[config.mk]
export PLATFORM = sky130hd
export DESIGN_NAME = intv_meas
export DESIGN_NICKNAME = d
export VERILOG_FILES = /design/src/rtl/intv_meas.sv
export SDC_FILE = /design/constraint.sdc
export NUM_CORES = 1
export LEC_CHECK = 0
export ABC_CLOCK_PERIOD_IN_PS = 4100
export CAP_MARGIN = 10
export CORE_ASPECT_RATIO = 1.2
export CORE_MARGIN = 3
export CORE_UTILIZATION = 50
export CTS_CLUSTER_DIAMETER = 40
export DETAILED_ROUTE_END_ITERATION = 6
export PLACE_DENSITY = 0.83
export SETUP_SLACK_MARGIN = 0.02
export SLEW_MARGIN = 20
export SYNTH_ARGS = -nofsm -noshare
export SYNTH_HDL_FRONTEND = slang
export SYNTH_SLANG_ARGS = --single-unit
export TNS_END_PERCENT = 50
[constraint.sdc]
create_clock -name clk -period 4.1 [get_ports clk]
set_clock_uncertainty 0.15 [all_clocks]
set_input_delay 0.615 -clock clk [delete_from_list [all_inputs] [get_ports clk]]
set_output_delay 0.615 -clock clk [all_outputs]
set_load 0.05 [all_outputs]
[src/rtl/intv_meas.sv]
// Run-once interval-measurement up-counter: counts enabled cycles between start
// and stop, captures the result in the run-once down-counter's d encoding.
module intv_meas #(
    parameter int SIZE = 8
) (
    input  logic            clk,
    input  logic            nReset,
    input  logic            rst,
    input  logic            cnt_en,
    input  logic            start,
    input  logic            stop,
    output logic            busy,
    output logic            done,
    output logic            ovf,
    output logic [SIZE-1:0] q,
    output logic [SIZE-1:0] cnt
);

    typedef enum logic {IDLE, RUN} state_t;

    localparam logic [SIZE-1:0] ALL_ONES = '1;

    state_t          r_state;
    logic [SIZE-1:0] r_cnt;
    logic [SIZE-1:0] r_q;
    logic            r_sat;
    logic            r_done;
    logic            r_ovf;

    // NOTE: non-blocking assignments keep every register reading the pre-edge
    // value of the others, so q captures cnt before this edge's increment.
    always_ff @(posedge clk or negedge nReset) begin
        if (!nReset) begin
            r_state <= IDLE;
            r_cnt   <= '0;
            r_q     <= '0;
            r_sat   <= 1'b0;
            r_done  <= 1'b0;
            r_ovf   <= 1'b0;
        end else if (rst) begin
            r_state <= IDLE;
            r_cnt   <= '0;
            r_q     <= '0;
            r_sat   <= 1'b0;
            r_done  <= 1'b0;
            r_ovf   <= 1'b0;
        end else begin
            r_done <= 1'b0;
            case (r_state)
                IDLE: begin
                    if (start) begin
                        r_state <= RUN;
                        r_cnt   <= '0;
                        r_sat   <= 1'b0;
                    end
                end
                RUN: begin
                    if (stop) begin
                        r_q    <= r_cnt;
                        r_ovf  <= r_sat;
                        r_done <= 1'b1;
                    end
                    // start restarts (or chains after a capture); stop alone ends the run
                    if (start) begin
                        r_cnt <= '0;
                        r_sat <= 1'b0;
                    end else if (stop) begin
                        r_state <= IDLE;
                    end else if (cnt_en) begin
                        if (r_cnt == ALL_ONES) r_sat <= 1'b1;
                        else                   r_cnt <= r_cnt + 1'b1;
                    end
                end
                default: r_state <= IDLE;
            endcase
        end
    end

    assign busy = (r_state == RUN);
    assign done = r_done;
    assign ovf  = r_ovf;
    assign q    = r_q;
    assign cnt  = r_cnt;

endmodule

Word-level counts from Yosys, hierarchy flattened --
Index checks and enable logic that the tools add are counted.
Word-level totals: register bits after elaboration 20, input bits 6, output and inout bits 19, word-level logic and storage cells 47
Cells by class: add/sub/neg operators 1, equality and inequality tests 6, multiplexer cells 28, bitwise gates (word level) 1, reduce and logical (&&, ||, !) cells 5
Operators with widths (count):
- 2-to-1 mux 8 bit | 9
- 2-to-1 mux 1 bit | 16
- case mux 8 bit (2 select lines) | 1
- != test 4 bit, second input constant | 3
- adder 8 x 1 -> 8 bit, second input constant | 1
- == test 8 bit, second input constant | 1
- AND reduction 4 bit | 2
- != test 4 x 3 -> 1 bit, second input constant | 1
- case mux 1 bit (2 select lines) | 2
- nonzero test 2 bit | 2
- != test 3 bit, second input constant | 1
- AND reduction 2 bit | 1
- NOT 1 bit | 1

Longest topological paths before layout --
Gate-level depths: netlist of run 1.
word-level depth 7, mapped depth 5, gate-level depth less buffers 5

Worst setup path after synthesis of run 1 --
OpenSTA, ideal clock, no wires.
path kind reg2reg, from register r_cnt[0] (netlist: cnt[0]), to register r_cnt[2] (netlist: cnt[2]), setup time 0.130 ns, arrival 1.591 ns, required time 3.820 ns, slack 2.228 ns, cell stages (with the launch flop) 6, buffers on the path 0, clock period less this slack 1.872 ns, cells stage by stage dfrtp_1 ha_1 nand4_2 o211ai_1 xor2_1 nor2_1
On the way: longest elaborated chain between the ends 7
RTL lines:
- start: declaration | line 24 | logic [SIZE-1:0] r_cnt;
- start signal: assignment | line 71 | else r_cnt <= r_cnt + 1'b1;
- adder 8 x 1 -> 8 bit | line 71
- 2-to-1 mux 8 bit | line 70 | if (r_cnt == ALL_ONES) r_sat <= 1'b1;
- 2-to-1 mux 8 bit | line 69 | end else if (cnt_en) begin
- 2-to-1 mux 8 bit | line 67 | end else if (stop) begin
- 2-to-1 mux 8 bit | line 64 | if (start) begin
- case mux 8 bit (2 select lines) | line 49 | case (r_state)
- 2-to-1 mux 8 bit | line 40 | end else if (rst) begin
Parallel ways exist; a longest one is shown, timed or not. The select of a mux whose other input is x is not followed. A chain may end at the register's enable or synchronous reset.

Worst setup path after layout of run 1 --
from register r_cnt[4] (netlist: cnt[4]), to output cnt[4]
RTL lines:
- end: declaration | line 16 | output logic [SIZE-1:0] cnt
No word-level cell between the ends.

==> results.md, run 1 <==
- CP Data Required Time: 3.34 ns
- Final hold vios: 0
- CP top delay family: buffers and inverters
- VDD IR max: 0.000161 V
- Setup TNS Final: 0 ns
- Syn Nets: 106
- Routed Antenna Nets: 0
- Largest cells by area after synthesis: dfrtp_1 (53%), nand2_1 (8.7%), a21oi_1 (6.3%), xor2_1 (5.5%), nor2_1 (4.0%)
- Minimum clock period: 2.43 ns
- Placer Congestion: 0.819
- Routed len/inst: 14.3 um
- Setup crit end kind: primary output
- Setup-failing EPs final: 0
- Nets: 131
- DR pass1 iterations: 4
- Synth cell types: 27
- Synth Instances: 99
- Critical-path top delay cell: clkdlybuf4s50_1
- Lkg Pwr: 0.495 nW
- Max Transition Viols Final: 0
- Synth Register Bits: 20
- Synth area leader: dfrtp_1
- Row cnt: 16
- Critical Path AT: 1.67 ns
- CTS root buffer: clkbuf_4
- Dpl cells: 137
- RSZ-0062 raised after global routing: no
- CTS Buf Count: 3
- Core ar.: 0.00170 mm^2
- Gr usage total: 19.4%
- Die Span Y: 53.7 um
- Via count: 806
- Internal Power: 0.000241 W
- FMAX: 411 MHz
- # resized after CTS: 0
- Status: complete, no violations
- # port buffers: 24
- Mean Syn Cell Area: 9.58 um^2
- Die span in x: 45.8 um
- Buf+Inv Stages, Crit Path: 1
- Grt ovf: 0
- Post-synthesis instance area: 948 um^2
- Post-synth top area share: 52.8%
- H-tree Lvls: 1
- CTS tree: done
- 1st-iter DRT viols: 22
- Vias/cell: 5.76
- Starting density of the core: 55.7%
- Yosys warns: 0
- Max FO, Critical Path: 6
- Worst path cell trace: clkdlybuf4s50_1
- Worst rel slew slack: 41.3%
- Fin cells: 140
- Sw Pwr: 0.0000758 W
- Clock sinks: 20
- Max Cap Viol: 0
- Startpoint Class: register
- First-pass GRT wire length: 3.42 mm
- Drt total wl: 2.01 mm
- Reg clk slew, reported paths: 0.11 ns
- Worst min-delay path category: reg -> reg
- Vias in the first global route: 748
- Max Root-Sink Buffers: 2
- CTS Hold Bufs: 0
- Area Growth Syn to Fin: 28.0%
- Setup CP Type: reg -> out
- Sequential fraction of design power: 63.2%
- Antenna violations before repair: 0
- Full die area: 0.00246 mm^2
- Clock share of power: 29.0%
- Clock latency on the worst-skew pair: 0.30 ns
- Measured slew at the worst slew-check pin: 0.878 ns
- Largest net degree at the start of global routing: 21
- Share of layout cells above drive strength 1: 7.38%
- CP max stage delay: 0.85 ns
- Final Cycle Share: 59.3%
- Antenna fix cells: 0
- Power per cell area: 261 mW/mm^2
- Final HPWL DP: 1.43 mm
- Switching Share: 23.9%
- Finished Core Util: 71.3%
- Seq/Total Area, Yosys: 52.8%
- Number of I/O pins: 25
- Drt drc: 0
- Power share of the combinational group: 7.7%
- Post-CTS Setup Inserts: 0
- Hold_ws: 0.378 ns
cell type report:
cell class	count	area (um^2)
Sequential cell	20	500
Multi-Input combinational cell	73	420
Fill cell	125	488
Inverter	2	7.51
Clock buffer	3	22.5
Tap cell	18	22.5
Timing Repair Buffer	24	240
tightest hold or removal path: cells and delay by family, from the launching register on:
kind	cells	cell delay (ns)
AND/OR/NAND/NOR	1	0.06
flip-flops	1	0.39
AO/OA/AOI/OAI	1	0.05
synthesized netlist by cell type:
cell type  number
nand2_1        22
dfrtp_1        20
a21oi_1        12
nor2_1         10
xor2_1          6
o211ai_1        3
and2_1          2
and3_1          2
clkbuf_1        2
inv_1           2
nand4_1         2
a31oi_1         1
and3b_1         1
and4_1          1
buf_2           1
buf_4           1
ha_1            1
nand3_2         1
nand3b_1        1
nand4_2         1
nor3_1          1
nor4_2          1
o2111ai_1       1
o2111ai_2       1
o21ai_1         1
o21ai_2         1
or2_2           1
stage by stage:
step           total power, W  setup WS (ns)  cell area (um^2)
6_report             0.000316           1.67              1210
4_1_cts              0.000317           1.67              1210
2_1_floorplan        0.000216           2.23               948
5_1_grt              0.000330           1.61              1210
3_5_place_dp         0.000228           1.95              1190
3_3_place_gp         0.000228           2.00              1190
sequential cells by signal, summed over array words and instances, names as in the netlist:
register and cells:
cnt 8, q 8, busy 1, done 1, ovf 1, r_sat 1
layout by cell type (no fill, tap or decap), drive strengths merged:
cell type	count
inv	2
a21oi	12
clkdlybuf4s50	24
dfrtp	20
nand2	22
clkbuf	3
o21ai	2
xor2	6
nand3b	1
o2111ai	2
ha	1
nand3	1
a31oi	1
and3	2
nor2	10
and3b	1
nor3	1
o211ai	3
and2	2
and4	1
nor4	1
or2	1
nand4	3
worst paths after layout:
path,slack [ns],endpoint,depth (start not counted),startpoint
min in group asynchronous,0.65,q[7]$_DFFE_PN0P_,1,nReset
max in group asynchronous,2.60,q[5]$_DFFE_PN0P_,1,nReset
setup reg to reg,2.43,cnt[3]$_DFFE_PN0P_,5,cnt[0]$_DFFE_PN0P_
hold / removal,0.38,q[2]$_DFFE_PN0P_,2,q[2]$_DFFE_PN0P_
hold reg to reg,0.38,q[2]$_DFFE_PN0P_,2,q[2]$_DFFE_PN0P_
setup / recovery,1.67,cnt[4],1,cnt[4]$_DFFE_PN0P_
cell families after synthesis:
logic type / Yosys count / synth area share [%]
DFF: 20 / 52.8
AOI/OAI and AO/OA: 20 / 13.3
adders and majority gates: 1 / 1.32
and+or+nand+nor: 46 / 24.1
xor gates and xnor gates: 6 / 5.54
buffers and inverters: 6 / 2.90
power groups by stage:
stage               Combinational (W)  Clock [W]  Sequential, W
finish                      0.0000244  0.0000919       0.000200
detailed placement          0.0000246          0       0.000204
CTS                         0.0000248  0.0000919       0.000200
floorplan                  0.00000829          0       0.000207
global placement            0.0000243          0       0.000204
global route                0.0000270   0.000102       0.000200
layer usage:
metal	routed length [um]	track usage, %	share of wire (%)
met1	943	26.1	47
met4	37	9.95	1.8
met2	960	29.5	48
met3	66	3.34	3.3
met5	0	0	0
No activity file was read; power rests on OpenSTA's default activity.
==> inputs of run 2 (changes only) <==
--- a/config.mk
+++ b/config.mk
@@ -5,14 +5,14 @@
 export SDC_FILE = /design/constraint.sdc
 export NUM_CORES = 1
 export LEC_CHECK = 0
-export ABC_CLOCK_PERIOD_IN_PS = 4100
+export ABC_CLOCK_PERIOD_IN_PS = 2100
 export CAP_MARGIN = 10
 export CORE_ASPECT_RATIO = 1.2
 export CORE_MARGIN = 3
-export CORE_UTILIZATION = 50
+export CORE_UTILIZATION = 42
 export CTS_CLUSTER_DIAMETER = 40
 export DETAILED_ROUTE_END_ITERATION = 6
-export PLACE_DENSITY = 0.83
+export PLACE_DENSITY = 0.74
 export SETUP_SLACK_MARGIN = 0.02
 export SLEW_MARGIN = 20
 export SYNTH_ARGS = -nofsm -noshare
==> constraint.sdc (replaced) <==
create_clock -name clk -period 2.1 [get_ports clk]
set_clock_uncertainty 0.15 [all_clocks]
set_input_delay 0.315 -clock clk [delete_from_list [all_inputs] [get_ports clk]]
set_output_delay 0.315 -clock clk [all_outputs]
set_load 0.05 [all_outputs]
==> results.md, run 2 (synthesized netlist as in run 1, its figures left out) <==
- Vias/cell: 5.08
- Most frequent cells in the layout: nand2_1 (22), dfrtp_1 (20), clkdlybuf4s50_1 (15), a21oi_1 (12), nor2_1 (10)
- Fill cells: 191
- Setup-failing EPs final: 0
- Worst R2R Setup Slack: 0.39 ns
- Via count: 788
- Multi-input combinational cell area: 420 um^2
- CP top delay family: buffers and inverters
- Full die area: 0.00287 mm^2
- Worst rel slew slack: 66.8%
- Clock sinks: 20
- Grt ovf: 0
- Number of I/O pins: 25
- Vias in the first global route: 803
- Clock share of power: 33.5%
- Worst path cell trace: clkdlybuf4s50_1
- RSZ-0062 raised after global routing: no
- Max Root-Sink Buffers: 2
- Power share of the combinational group: 7.5%
- Drt drc: 0
- Worst min-delay path category: in -> async
- Area Growth Syn to Fin: 30.9%
- Minimum clock period: 1.95 ns
- Critical-path top delay cell: clkdlybuf4s50_1
- CP Data Required Time: 1.63 ns
- Lkg Pwr: 0.548 nW
- DR pass1 iterations: 4
- Final HPWL DP: 1.58 mm
- Commonest non-fill, non-tap cell in the layout: nand2_1
- # port buffers: 24
- Sequential fraction of design power: 59.0%
- Design area: 0.00124 mm^2
- Finished Core Util: 59.3%
- CTS Buf Count: 3
- Startpoint Class: register
- Routed len/inst: 13.8 um
- Max FO, Critical Path: 2
- Die span in x: 49.4 um
- Post-CTS Setup Inserts: 0
- Placer Congestion: 0.875
- Nets: 133
- Setup crit end kind: primary output
- Setup TNS Final: 0 ns
- Largest net degree at the start of global routing: 21
- Final hold vios: 0
- Gr usage total: 17.1%
- 1st-iter DRT viols: 23
- Setup CP Type: reg -> out
- Placed instance area: 0.00120 mm^2
- Routed Antenna Nets: 0
- Reg clk slew, reported paths: 0.11 ns
- Die Span Y: 58.1 um
- Max Transition Viols Final: 0
- First-pass GRT wire length: 3.71 mm
- Switching Share: 22.8%
- Clock latency on the worst-skew pair: 0.31 ns
- Core ar.: 0.00209 mm^2
- Share of layout cells above drive strength 1: 15.2%
- VDD IR max: 0.000549 V
- Register Area: 500 um^2
- Starting density of the core: 45.3%
- Max Cap Viol: 0
- FMAX: 513 MHz
- Power per cell area: 533 mW/mm^2
- Internal Power: 0.000510 W
- Post-route setup slack: 0.152 ns
- Antenna fix cells: 0
- H-tree Lvls: 1
- CTS root buffer: clkbuf_4
- CP max stage delay: 0.81 ns
- Antenna violations before repair: 0
- Status: complete, no violations
- Buf+Inv Stages, Crit Path: 1
- Drt total wl: 2.15 mm
- DP Worst Slack: 0.259 ns
- Row cnt: 18
- Final Cycle Share: 92.8%
- CTS tree: done
- Sw Pwr: 0.000151 W
- Critical Path AT: 1.48 ns
- Measured slew at the worst slew-check pin: 0.496 ns
## run 2: changes by cell type in the layout (fill, tap and decap cells not counted)
cell	previous run	this run
clkdlybuf4s50_1	24	15
buf_4	0	9
clkbuf_8	0	1
dlymetal6s2s_1	0	1
dlygate4sd2_1	0	1
## run 2: metal layers
metal  vias to the layer above  routed length, um  track usage [%]
li1                        393                  -                -
met1                       365                918             20.1
met2                        25               1030             28.2
met3                         5                154             4.63
met4                         0                 48             9.88
met5                         -                  0                0
## run 2: per-stage QoR
step | hold slack, ns | cells | power, W
2_1_floorplan | -0.131 | 99 | 0.000421
3_3_place_gp | 0.336 | 151 | 0.000448
3_5_place_dp | 0.347 | 151 | 0.000448
4_1_cts | 0.189 | 155 | 0.000668
5_1_grt | 0.206 | 155 | 0.000691
6_report | 0.184 | 155 | 0.000661
## run 2: path summary, 6_finish.rpt
path / cells past startpoint / to / startpoint
hold / removal: 2 / q[5]$_DFFE_PN0P_ / nReset
min in group clk: 2 / r_sat$_DFFE_PN0P_ / r_sat$_DFFE_PN0P_
setup reg to reg: 5 / cnt[3]$_DFFE_PN0P_ / cnt[0]$_DFFE_PN0P_
hold reg to reg: 2 / r_sat$_DFFE_PN0P_ / r_sat$_DFFE_PN0P_
max in group asynchronous: 2 / cnt[0]$_DFFE_PN0P_ / nReset
setup / recovery: 1 / q[5] / q[5]$_DFFE_PN0P_
## run 2: cell type report
cell class	count	share of cell area, %
timing repair buffer	26	19.3
inverter	2	0.605
tap	30	3.02
multi-input combinational	73	33.9
sequential	20	40.3
clock buffer	4	2.92
## run 2: what timing repair did
action,in CTS,in global routing
setup endpoints to repair,1,1
hold buffers,0,0
gates resized for setup,1,1
gates cloned,0,0
## run 2: power groups by stage
stage	sequential [W]	combinational (W)	clock (W)
final	0.000390	0.0000494	0.000222
after global routing	0.000391	0.0000547	0.000245
after CTS	0.000390	0.0000502	0.000228
after detailed placement	0.000398	0.0000508	0
after global placement	0.000398	0.0000502	0
after floorplan	0.000405	0.0000162	0
